**config.mk**
```make
export PLATFORM = sky130hd
export DESIGN_NAME = multi_channel_up_down_counter
export DESIGN_NICKNAME = d
export VERILOG_FILES = /design/src/rtl/up_down_counter_pkg.sv /design/src/rtl/up_down_counter_ch.sv /design/src/rtl/multi_channel_up_down_counter.sv
export SDC_FILE = /design/constraint.sdc
export NUM_CORES = 1
export LEC_CHECK = 0
export CORE_MARGIN = 2
export CORE_UTILIZATION = 49
export CTS_BUF_LIST = sky130_fd_sc_hd__clkbuf_4
export DETAILED_ROUTE_END_ITERATION = 7
export GPL_TIMING_DRIVEN = 0
export PLACE_DENSITY = 0.82
export REMOVE_ABC_BUFFERS = 1
export SYNTH_ARGS = -nofsm -noshare
export SYNTH_HDL_FRONTEND = slang
export SYNTH_SLANG_ARGS = --single-unit
```
**constraint.sdc**
```tcl
create_clock -name clk -period 3.73 [get_ports clk]
set_clock_uncertainty 0.05 [all_clocks]
set_input_delay 0.746 -clock clk [delete_from_list [all_inputs] [get_ports clk]]
set_output_delay 0.746 -clock clk [all_outputs]
set_load 0.005 [all_outputs]
```
**src/rtl/up_down_counter_pkg.sv**
```systemverilog
// Shared types and helpers for the multi-channel occupancy counter.
// Holds the count-width helper and the per-channel flag bundle.
package up_down_counter_pkg;

   function automatic int cnt_width(input int max);
      return $clog2(max + 1);
   endfunction

   typedef struct packed {
      logic full;
      logic empty;
      logic almost_full;
      logic almost_empty;
      logic err_ovf;
      logic err_udf;
   } cnt_flags_t;

endpackage

```
**src/rtl/up_down_counter_ch.sv**
```systemverilog
// One occupancy channel: nets up/down steps, saturates at 0 and MAX_COUNT,
// and registers count plus flags decoded from the next count.
module up_down_counter_ch
   import up_down_counter_pkg::*;
#(
   parameter int MAX_COUNT = 10,
   parameter int STEP_W    = 2,
   parameter int AF_THRESH = 8,
   parameter int AE_THRESH = 2,
   localparam int CNT_W    = cnt_width(MAX_COUNT)
) (
   input  logic              clk_i,
   input  logic              rst_i,
   input  logic              up_en_i,
   input  logic [STEP_W-1:0] up_amt_i,
   input  logic              down_en_i,
   input  logic [STEP_W-1:0] down_amt_i,
   input  logic              clr_i,
   output logic [CNT_W-1:0]  count_o,
   output cnt_flags_t        flags_o
);

   localparam int NW = CNT_W + STEP_W + 1;
   localparam logic [CNT_W-1:0] MAX_C = CNT_W'(MAX_COUNT);
   localparam logic [CNT_W-1:0] AF_C  = CNT_W'(AF_THRESH);
   localparam logic [CNT_W-1:0] AE_C  = CNT_W'(AE_THRESH);
   localparam logic signed [NW-1:0] MAX_S = NW'(MAX_COUNT);

   logic [CNT_W-1:0]     count_q, count_d;
   cnt_flags_t           flags_q, flags_d;
   logic [STEP_W-1:0]    inc, dec;
   logic signed [NW-1:0] nxt;
   logic                 ovf_d, udf_d;

   // Net the step, saturate, and decode flags from the next count.
   always_comb begin
      inc     = up_en_i   ? up_amt_i   : '0;
      dec     = down_en_i ? down_amt_i : '0;
      nxt     = signed'(NW'(count_q)) + signed'(NW'(inc))
              - signed'(NW'(dec));
      count_d = count_q;
      ovf_d   = flags_q.err_ovf;
      udf_d   = flags_q.err_udf;
      if (clr_i) begin
         count_d = '0;
         ovf_d   = 1'b0;
         udf_d   = 1'b0;
      end else if (nxt > MAX_S) begin
         count_d = MAX_C;
         ovf_d   = 1'b1;
      end else if (nxt < 0) begin
         count_d = '0;
         udf_d   = 1'b1;
      end else begin
         count_d = nxt[CNT_W-1:0];
      end
      flags_d.full         = (count_d == MAX_C);
      flags_d.empty        = (count_d == '0);
      flags_d.almost_full  = (count_d >= AF_C);
      flags_d.almost_empty = (count_d <= AE_C);
      flags_d.err_ovf      = ovf_d;
      flags_d.err_udf      = udf_d;
   end

   // Count and flag registers; reset leaves the channel empty.
   always_ff @(posedge clk_i) begin
      if (rst_i) begin
         count_q <= '0;
         flags_q <= '{full: 1'b0, empty: 1'b1,
                      almost_full: 1'b0, almost_empty: 1'b1,
                      err_ovf: 1'b0, err_udf: 1'b0};
      end else begin
         count_q <= count_d;
         flags_q <= flags_d;
      end
   end

   assign count_o = count_q;
   assign flags_o = flags_q;

endmodule

```
**src/rtl/multi_channel_up_down_counter.sv**
```systemverilog
// N independent occupancy channels for the AXI slave response path.
// Unpacks the vector ports per channel and repacks the registered results.
module multi_channel_up_down_counter
   import up_down_counter_pkg::*;
#(
   parameter int NUM_CH    = 4,
   parameter int MAX_COUNT = 10,
   parameter int STEP_W    = 2,
   parameter int AF_THRESH = 8,
   parameter int AE_THRESH = 2,
   localparam int CNT_W    = cnt_width(MAX_COUNT)
) (
   input  logic                     clk,
   input  logic                     rst,
   input  logic [NUM_CH-1:0]        up_en,
   input  logic [NUM_CH*STEP_W-1:0] up_amt,
   input  logic [NUM_CH-1:0]        down_en,
   input  logic [NUM_CH*STEP_W-1:0] down_amt,
   input  logic [NUM_CH-1:0]        clr,
   output logic [NUM_CH*CNT_W-1:0]  count,
   output logic [NUM_CH-1:0]        full,
   output logic [NUM_CH-1:0]        empty,
   output logic [NUM_CH-1:0]        almost_full,
   output logic [NUM_CH-1:0]        almost_empty,
   output logic [NUM_CH-1:0]        err_ovf,
   output logic [NUM_CH-1:0]        err_udf
);

   if (!(AE_THRESH < AF_THRESH && AF_THRESH <= MAX_COUNT
         && (2**STEP_W) - 1 <= MAX_COUNT && NUM_CH >= 1)) begin : g_bad
      $error("multi_channel_up_down_counter: illegal parameters");
   end

   cnt_flags_t flags [NUM_CH];

   for (genvar g = 0; g < NUM_CH; g++) begin : g_ch
      up_down_counter_ch #(
         .MAX_COUNT (MAX_COUNT),
         .STEP_W    (STEP_W),
         .AF_THRESH (AF_THRESH),
         .AE_THRESH (AE_THRESH)
      ) u_ch (
         .clk_i      (clk),
         .rst_i      (rst),
         .up_en_i    (up_en[g]),
         .up_amt_i   (up_amt[g*STEP_W +: STEP_W]),
         .down_en_i  (down_en[g]),
         .down_amt_i (down_amt[g*STEP_W +: STEP_W]),
         .clr_i      (clr[g]),
         .count_o    (count[g*CNT_W +: CNT_W]),
         .flags_o    (flags[g])
      );

      assign full[g]         = flags[g].full;
      assign empty[g]        = flags[g].empty;
      assign almost_full[g]  = flags[g].almost_full;
      assign almost_empty[g] = flags[g].almost_empty;
      assign err_ovf[g]      = flags[g].err_ovf;
      assign err_udf[g]      = flags[g].err_udf;
   end

endmodule

```
==> flow_results.xml, run 1 <==
<?xml version="1.0" encoding="UTF-8"?>
<metrics>
  <group name="detailed_routing">
    <metric name="routed_wire_length_per_instance" unit="um">11.9</metric>
    <metric name="initial_drc_count" unit="">111</metric>
    <metric name="detailroute.via_count" unit="">2016</metric>
    <metric name="antenna_left" unit="">0</metric>
    <metric name="drc_markers" unit="">0</metric>
    <metric name="dr.pass1.iters" unit="">6</metric>
    <metric name="vias_per_cell" unit="">5.17</metric>
    <metric name="routed_wirelength" unit="um">4650</metric>
  </group>
  <group name="clock_network">
    <metric name="hold_buffers" unit="">0</metric>
    <metric name="cts.path.max_buffers" unit="">2</metric>
    <metric name="path_clk_slew" unit="ns">0.12</metric>
    <metric name="numClockSinks" unit="">40</metric>
    <metric name="cts_buffers" unit="">5</metric>
    <metric name="cts-htree-levels" unit="">2</metric>
    <metric name="postCtsResizedCells" unit="">0</metric>
    <metric name="postCtsSetupRepairBufs" unit="">0</metric>
    <metric name="clkLatencyLatePin" unit="ns">0.34</metric>
    <metric name="cts-root-buf" unit="">sky130_fd_sc_hd__clkbuf_4</metric>
    <metric name="tritoncts" unit="">built</metric>
  </group>
  <group name="floorplanning">
    <metric name="fp-row-count" unit="">25</metric>
    <metric name="floorplan.core_area" unit="um^2">4690</metric>
    <metric name="dieHeight" unit="um">73.6</metric>
    <metric name="die-area" unit="um^2">5420</metric>
    <metric name="start_util" unit="%">50.6</metric>
    <metric name="io_pins" unit="">70</metric>
    <metric name="die_width" unit="um">73.6</metric>
  </group>
  <group name="grt">
    <metric name="grt_overflow_total" unit="">0</metric>
    <metric name="maximum_number_of_pins_on_one_net_before_global_route_repair" unit="">13</metric>
    <metric name="antenna_found_initial" unit="">0</metric>
    <metric name="grt.total_usage" unit="%">18.0</metric>
    <metric name="grt_pass1_vias" unit="">1901</metric>
    <metric name="grt_first_pass_wirelength" unit="um">7730</metric>
  </group>
  <group name="finish">
    <metric name="nNetsFinal" unit="">400</metric>
    <metric name="finish.instance_area" unit="um^2">3180</metric>
    <metric name="share_of_post_route_cells_with_drive_strength_above_1" unit="%">5.36</metric>
    <metric name="area_growth_from_synthesis_to_final_layout" unit="%">33.8</metric>
    <metric name="antenna_cells_inserted" unit="">0</metric>
    <metric name="post-route-util" unit="%">67.7</metric>
  </group>
  <group name="timing">
    <metric name="report.final.setup_viol" unit="">0</metric>
    <metric name="maxSlewHeadroom" unit="%">58.4</metric>
    <metric name="final.setup.tns" unit="ns">0</metric>
    <metric name="final-max-slew-violation-count" unit="">0</metric>
    <metric name="whs" unit="ns">0.407</metric>
    <metric name="final.period_utilization" unit="%">87.5</metric>
    <metric name="grt_setup_unrepaired" unit="">no</metric>
    <metric name="number_of_hold_violations_in_the_final_report" unit="">0</metric>
    <metric name="tightestPinTransition" unit="ns">0.622</metric>
    <metric name="final_critical_path_setup_slack" unit="ns">0.465</metric>
    <metric name="max_freq" unit="GHz">0.306</metric>
    <metric name="final.min_clock_period" unit="ns">3.27</metric>
  </group>
  <group name="critical_path">
    <metric name="critical-path-top-delay-family" unit="">adder cells</metric>
    <metric name="critical_path.max_stage_delay" unit="ns">0.50</metric>
    <metric name="timing.critical_path.mode_cell" unit="">sky130_fd_sc_hd__fa_1</metric>
    <metric name="setup.reg_to_reg.worst_slack" unit="ns">1.02</metric>
    <metric name="slowest_cell_on_the_critical_path" unit="">sky130_fd_sc_hd__fa_1</metric>
    <metric name="setup.worst_path.start_class" unit="">input port</metric>
    <metric name="cp_cell_sequence" unit="">clkdlybuf4s50_1, and2_1, fa_1, inv_1, fa_1, a21oi_1, o21bai_1, xnor2_1, o21ai_1, a22o_1</metric>
    <metric name="crit_path_max_fanout" unit="">5</metric>
    <metric name="criticalPathCategory" unit="">in -&gt; reg</metric>
    <metric name="timing.critical_path.buf_inv" unit="">2</metric>
    <metric name="cp.arrival" unit="ns">3.46</metric>
    <metric name="worst_ep_required_time" unit="ns">3.93</metric>
    <metric name="cp-end-kind" unit="">flop</metric>
  </group>
  <group name="synth">
    <metric name="synth_top_cell_area_share" unit="%">33.7</metric>
    <metric name="yosys.area.top_type" unit="">sky130_fd_sc_hd__dfxtp_1</metric>
    <metric name="synthArstFlopShare" unit="%">0</metric>
    <metric name="synth_edf_count" unit="">0</metric>
    <metric name="syn_inst" unit="">261</metric>
    <metric name="synth_warnings" unit="">0</metric>
    <metric name="yosys-mux-area-fraction" unit="%">0</metric>
    <metric name="synth_area_per_cell" unit="um^2">9.10</metric>
    <metric name="proportion_of_synthesized_chip_area_in_sequential_cells" unit="%">33.7</metric>
    <metric name="netlist-cell-type-count" unit="">47</metric>
    <metric name="ys_dominant_reg_cell" unit="">sky130_fd_sc_hd__dfxtp_1</metric>
    <metric name="synth_xor_area_share" unit="%">5.37</metric>
    <metric name="post_syn_area" unit="um^2">2370</metric>
    <metric name="synthSimpleGateAreaFrac" unit="%">16.1</metric>
    <metric name="synthTopCellsByArea" unit="">sky130_fd_sc_hd__dfxtp_1, sky130_fd_sc_hd__ha_1, sky130_fd_sc_hd__fa_1</metric>
    <metric name="synth.cells.most_frequent" unit="">sky130_fd_sc_hd__dfxtp_1, sky130_fd_sc_hd__inv_1, sky130_fd_sc_hd__ha_1, sky130_fd_sc_hd__a21oi_1</metric>
    <metric name="synth_top_family_by_area" unit="">adder cells</metric>
    <metric name="synth-compound-area-share" unit="%">17.5</metric>
    <metric name="yosys.area_share.adder" unit="%">20.4</metric>
    <metric name="postSynthRegisterBits" unit="">40</metric>
  </group>
  <group name="power_and_ir_drop">
    <metric name="power.static_leakage" unit="nW">1.34</metric>
    <metric name="power_per_unit_of_standard_cell_area" unit="nW/um^2">565</metric>
    <metric name="vdd.ir_drop.worst" unit="uV">354</metric>
  </group>
  <group name="placed_design">
    <metric name="hpwl" unit="um">3830</metric>
    <metric name="numPortBuffers" unit="">69</metric>
    <metric name="placed_standard_cell_area" unit="um^2">3130</metric>
    <metric name="place_worst_setup_slack" unit="ns">0.0686</metric>
    <metric name="gpl.final_weighted_congestion" unit="">0.822</metric>
  </group>
  <group name="run">
    <metric name="maxCapViolations" unit="">0</metric>
  </group>
  <group name="hold_path">
    <metric name="holdCritPathClass" unit="">reg -&gt; reg</metric>
  </group>
  <group name="run_status">
    <metric name="outcome" unit="">finished clean</metric>
  </group>
</metrics>
[registers in the layout, summed over array words and instances (netlist names)]
register and flops:
g_ch.u_ch.flags_o 24, g_ch.u_ch.count_o 16
[worst paths after layout]
| check | startpoint | cells past startpoint | to |
|---|---|---|---|
| hold reg to reg | g_ch[2].u_ch.flags_o[0]$_SDFFE_PP0P_ | 2 | g_ch[2].u_ch.flags_o[0]$_SDFFE_PP0P_ |
| hold / removal | g_ch[2].u_ch.flags_o[0]$_SDFFE_PP0P_ | 2 | g_ch[2].u_ch.flags_o[0]$_SDFFE_PP0P_ |
| setup / recovery | down_en[0] | 10 | g_ch[0].u_ch.flags_o[1]$_SDFFE_PP0N_ |
| setup reg to reg | g_ch[0].u_ch.count_o[1]$_SDFF_PP0_ | 9 | g_ch[0].u_ch.flags_o[1]$_SDFFE_PP0N_ |
[worst register-to-register path, delay by kind of cell (launching register included)]
family                     cells  cell delay, ns
AOI/OAI and AO/OA              4            0.75
xor gates and xnor gates       1            0.37
adders and majority gates      2            0.98
buffers and inverters          2            0.13
DFF                            1            0.35
[cell type report]
type	instances	area, um^2
Fill cell	417	1510
Multi-Input combinational cell	178	1410
Sequential cell	40	801
Timing Repair Buffer	69	691
Inverter	42	158
Tap cell	54	67.6
Clock buffer	6	45.0
Clock inverter	1	5.00
[per-layer routing]
layer,track usage (%),up-vias,routed length (um)
li1,-,1031,-
met1,21.8,915,2070
met2,31.7,61,2300
met3,3.57,9,228
met4,5.66,0,48
met5,0,-,0
[placed cells by master, fill, tap and decap left out, types with 2 or more instances in the layout]
master	count
sky130_fd_sc_hd__or3_1	4
sky130_fd_sc_hd__nand4_1	2
sky130_fd_sc_hd__clkdlybuf4s50_1	69
sky130_fd_sc_hd__a21o_1	3
sky130_fd_sc_hd__inv_1	40
sky130_fd_sc_hd__ha_1	26
sky130_fd_sc_hd__o21ai_1	6
sky130_fd_sc_hd__xnor2_2	2
sky130_fd_sc_hd__a31oi_1	6
sky130_fd_sc_hd__inv_2	2
sky130_fd_sc_hd__nor3_1	13
sky130_fd_sc_hd__xor2_1	4
sky130_fd_sc_hd__nor3b_1	2
sky130_fd_sc_hd__xnor2_1	5
sky130_fd_sc_hd__o21a_1	5
sky130_fd_sc_hd__nand2b_1	6
sky130_fd_sc_hd__dfxtp_1	40
sky130_fd_sc_hd__and2_1	15
sky130_fd_sc_hd__a41oi_1	2
sky130_fd_sc_hd__o31a_1	2
sky130_fd_sc_hd__fa_1	8
sky130_fd_sc_hd__nand2_1	15
sky130_fd_sc_hd__a21oi_1	18
sky130_fd_sc_hd__a21oi_2	2
sky130_fd_sc_hd__o21ai_0	2
sky130_fd_sc_hd__nor2_1	9
sky130_fd_sc_hd__clkbuf_4	6
[metrics by stage]
| step | total power, mW | cells |
|---|---|---|
| floorplan | 1.24 | 260 |
| global placement | 1.57 | 383 |
| detailed placement | 1.59 | 383 |
| CTS | 1.81 | 390 |
| global route | 1.95 | 390 |
| finish | 1.80 | 390 |
[where the power goes]
| part | internal, mW | switching, mW |
|---|---|---|
| combinational | 0.489 | 0.536 |
| sequential | 0.518 | 0.0445 |
| clock | 0.0768 | 0.131 |
[cells by family after synthesis]
kind of cell             after synthesis
AO/OA/AOI/OAI                         60
AND/OR/NAND/NOR                       72
XOR/XNOR                              12
adder cells (fa/ha/maj)               34
flip-flops                            40
buffers and inverters                 43
Note: power is estimated with default switching activity, not from simulation.
==> run 2: changes to the inputs <==
CORE_MARGIN = 4   (was 2)
CORE_UTILIZATION = 53   (was 49)
PLACE_DENSITY = 0.88   (was 0.82)
clock period = 3.8 ns   (was 3.73 ns; I/O delays follow)
==> run 2 against run 1 <==
  * Global-route usage is 0.43 points higher
  * Sequential share of layout area hardly changed
  * Critical endpoint unchanged
  * Critical path depth stayed put
==> flow_results.xml, run 2 (synthesis results as in run 1) <==
<?xml version="1.0" encoding="UTF-8"?>
<metrics>
  <group name="placed_design">
    <metric name="gpl.final_weighted_congestion" unit="">0.780</metric>
    <metric name="hpwl" unit="um">4080</metric>
    <metric name="place_worst_setup_slack" unit="ns">0.182</metric>
    <metric name="placed_cells" unit="">381</metric>
    <metric name="numPortBuffers" unit="">69</metric>
  </group>
  <group name="critical_path">
    <metric name="critical_path.reg2reg.endpoint" unit="">g_ch[0].u_ch.flags_o[1]$_SDFFE_PP0N_</metric>
    <metric name="timing.critical_path.mode_cell" unit="">sky130_fd_sc_hd__fa_1</metric>
    <metric name="setup.worst_path.start_class" unit="">input port</metric>
    <metric name="critical_path.max_stage_delay" unit="ns">0.50</metric>
    <metric name="cp.arrival" unit="ns">3.45</metric>
    <metric name="setup.reg_to_reg.worst_slack" unit="ns">1.14</metric>
    <metric name="worst_ep_required_time" unit="ns">3.97</metric>
    <metric name="slowest_cell_on_the_critical_path" unit="">sky130_fd_sc_hd__fa_1</metric>
    <metric name="crit_path_max_fanout" unit="">5</metric>
    <metric name="cp-end-kind" unit="">flop</metric>
    <metric name="cp_cell_sequence" unit="">clkdlybuf4s50_1, and2_1, fa_1, inv_1, fa_1, a21oi_1, o21bai_1, xnor2_1, o21ai_1, a22o_1</metric>
    <metric name="cp-startpoint" unit="">down_en[0]</metric>
    <metric name="worst_r2r_startpoint" unit="">g_ch[0].u_ch.count_o[1]$_SDFF_PP0_</metric>
    <metric name="rr_worst_depth" unit="">9</metric>
    <metric name="criticalPathCategory" unit="">in -&gt; reg</metric>
  </group>
  <group name="finish">
    <metric name="largest_register_ffs" unit="">24</metric>
    <metric name="area_growth_from_synthesis_to_final_layout" unit="%">34.0</metric>
    <metric name="share_of_post_route_cells_with_drive_strength_above_1" unit="%">5.34</metric>
    <metric name="final_cell_mix" unit="">sky130_fd_sc_hd__clkdlybuf4s50_1, sky130_fd_sc_hd__inv_1, sky130_fd_sc_hd__dfxtp_1, sky130_fd_sc_hd__ha_1, sky130_fd_sc_hd__a21oi_1</metric>
    <metric name="stdcell_count" unit="">389</metric>
    <metric name="antenna_cells_inserted" unit="">0</metric>
    <metric name="nNetsFinal" unit="">400</metric>
    <metric name="mostFrequentLayoutCell" unit="">sky130_fd_sc_hd__clkdlybuf4s50_1</metric>
  </group>
  <group name="hold_path">
    <metric name="hold_path_depth" unit="">2</metric>
    <metric name="min_delay_startpoint" unit="">g_ch[2].u_ch.flags_o[0]$_SDFFE_PP0P_</metric>
    <metric name="hold_end" unit="">g_ch[2].u_ch.flags_o[0]$_SDFFE_PP0P_</metric>
    <metric name="holdCritPathClass" unit="">reg -&gt; reg</metric>
  </group>
  <group name="grt">
    <metric name="grt.total_usage" unit="%">18.4</metric>
    <metric name="grt_pass1_vias" unit="">1988</metric>
    <metric name="grt_first_pass_wirelength" unit="um">8140</metric>
    <metric name="grt_overflow_total" unit="">0</metric>
    <metric name="maximum_number_of_pins_on_one_net_before_global_route_repair" unit="">13</metric>
    <metric name="antenna_found_initial" unit="">0</metric>
  </group>
  <group name="detailed_routing">
    <metric name="initial_drc_count" unit="">132</metric>
    <metric name="dr.pass1.iters" unit="">4</metric>
    <metric name="drc_markers" unit="">0</metric>
    <metric name="vias_per_cell" unit="">5.20</metric>
    <metric name="routed_wire_length_per_instance" unit="um">12.5</metric>
    <metric name="routed_wirelength" unit="um">4870</metric>
    <metric name="detailroute.via_count" unit="">2021</metric>
    <metric name="antenna_left" unit="">0</metric>
  </group>
  <group name="timing">
    <metric name="max_freq" unit="GHz">0.305</metric>
    <metric name="grt_setup_unrepaired" unit="">no</metric>
    <metric name="number_of_hold_violations_in_the_final_report" unit="">0</metric>
    <metric name="final.setup.tns" unit="ns">0</metric>
    <metric name="final-max-slew-violation-count" unit="">0</metric>
    <metric name="whs" unit="ns">0.412</metric>
    <metric name="final.period_utilization" unit="%">86.2</metric>
    <metric name="report.final.setup_viol" unit="">0</metric>
    <metric name="tightestPinTransition" unit="ns">0.621</metric>
    <metric name="final_critical_path_setup_slack" unit="ns">0.523</metric>
    <metric name="final.min_clock_period" unit="ns">3.28</metric>
    <metric name="maxSlewHeadroom" unit="%">58.4</metric>
  </group>
  <group name="floorplanning">
    <metric name="die_width" unit="um">74.9</metric>
    <metric name="die-area" unit="um^2">5620</metric>
    <metric name="dieHeight" unit="um">74.9</metric>
    <metric name="io_pins" unit="">70</metric>
    <metric name="start_util" unit="%">54.5</metric>
    <metric name="fp-row-count" unit="">24</metric>
    <metric name="floorplan.core_area" unit="um^2">4350</metric>
  </group>
  <group name="clock_network">
    <metric name="tritoncts" unit="">built</metric>
    <metric name="path_clk_slew" unit="ns">0.11</metric>
    <metric name="cts_buffers" unit="">5</metric>
    <metric name="numClockSinks" unit="">40</metric>
    <metric name="hold_buffers" unit="">0</metric>
    <metric name="cts-root-buf" unit="">sky130_fd_sc_hd__clkbuf_4</metric>
    <metric name="postCtsResizedCells" unit="">0</metric>
    <metric name="cts-htree-levels" unit="">2</metric>
    <metric name="clkLatencyLatePin" unit="ns">0.33</metric>
    <metric name="cts.path.max_buffers" unit="">2</metric>
    <metric name="postCtsSetupRepairBufs" unit="">0</metric>
  </group>
  <group name="run_status">
    <metric name="outcome" unit="">finished clean</metric>
  </group>
  <group name="run">
    <metric name="maxCapViolations" unit="">0</metric>
  </group>
  <group name="power_and_ir_drop">
    <metric name="vdd.ir_drop.worst" unit="uV">347</metric>
    <metric name="power.static_leakage" unit="nW">1.34</metric>
    <metric name="post-layout-total-power" unit="mW">1.78</metric>
    <metric name="power_per_unit_of_standard_cell_area" unit="nW/um^2">558</metric>
  </group>
</metrics>
## run 2: changes by cell type in the layout (fill, tap and decap cells not counted)
cell	previous run	this run
sky130_fd_sc_hd__clkinv_1	0	1
sky130_fd_sc_hd__clkinv_2	1	0
sky130_fd_sc_hd__clkbuf_4	6	7
## run 2: stage by stage
stage          instance area (um^2)  util [%]
4_1_cts                        3180      73.1
3_3_place_gp                   3130      71.8
5_1_grt                        3180      73.1
2_1_floorplan                  2370         -
6_report                       3180      73.1
3_5_place_dp                   3130      71.8
## run 2: critical path: cells and delay by family
family / cells / cell delay (ns)
xor gates and xnor gates: 1 / 0.33
AOI/OAI and AO/OA: 4 / 0.74
buffers and inverters: 2 / 0.48
adders and majority gates: 2 / 0.96
and+or+nand+nor: 1 / 0.18
## run 2: worst max path at each step
stage,to,cells after the start,slack (ns)
2_1_floorplan,g_ch[2].u_ch.flags_o[5]$_SDFF_PP0_,9,0.80
3_3_place_gp,g_ch[0].u_ch.flags_o[1]$_SDFFE_PP0N_,10,0.23
3_5_place_dp,g_ch[0].u_ch.flags_o[1]$_SDFFE_PP0N_,10,0.18
4_1_cts,g_ch[0].u_ch.flags_o[1]$_SDFFE_PP0N_,10,0.54
5_1_grt,g_ch[0].u_ch.flags_o[1]$_SDFFE_PP0N_,10,0.38
6_report,g_ch[0].u_ch.flags_o[1]$_SDFFE_PP0N_,10,0.52
## run 2: layer usage
| metal | GRT usage (%) | vias up | routed length (um) |
|---|---|---|---|
| li1 | - | 1033 | - |
| met1 | 22.0 | 918 | 2010 |
| met2 | 31.8 | 63 | 2460 |
| met3 | 5.34 | 7 | 340 |
| met4 | 5.73 | 0 | 52 |
| met5 | 0 | - | 0 |
## run 2: cell type report
type                            count  area, um^2
Clock buffer                        7        52.6
Clock inverter                      1        3.75
Fill cell                         333        1170
Inverter                           42         158
Multi-Input combinational cell    178        1410
Sequential cell                    40         801
Tap cell                           52        65.1
Timing Repair Buffer               69         691
## run 2: where the power goes
group / switching, mW / total, mW / internal [mW]
logic: 0.530 / 1.01 / 0.481
clock network: 0.127 / 0.213 / 0.0856
registers: 0.0430 / 0.551 / 0.508
total: 0.700 / 1.78 / 1.08
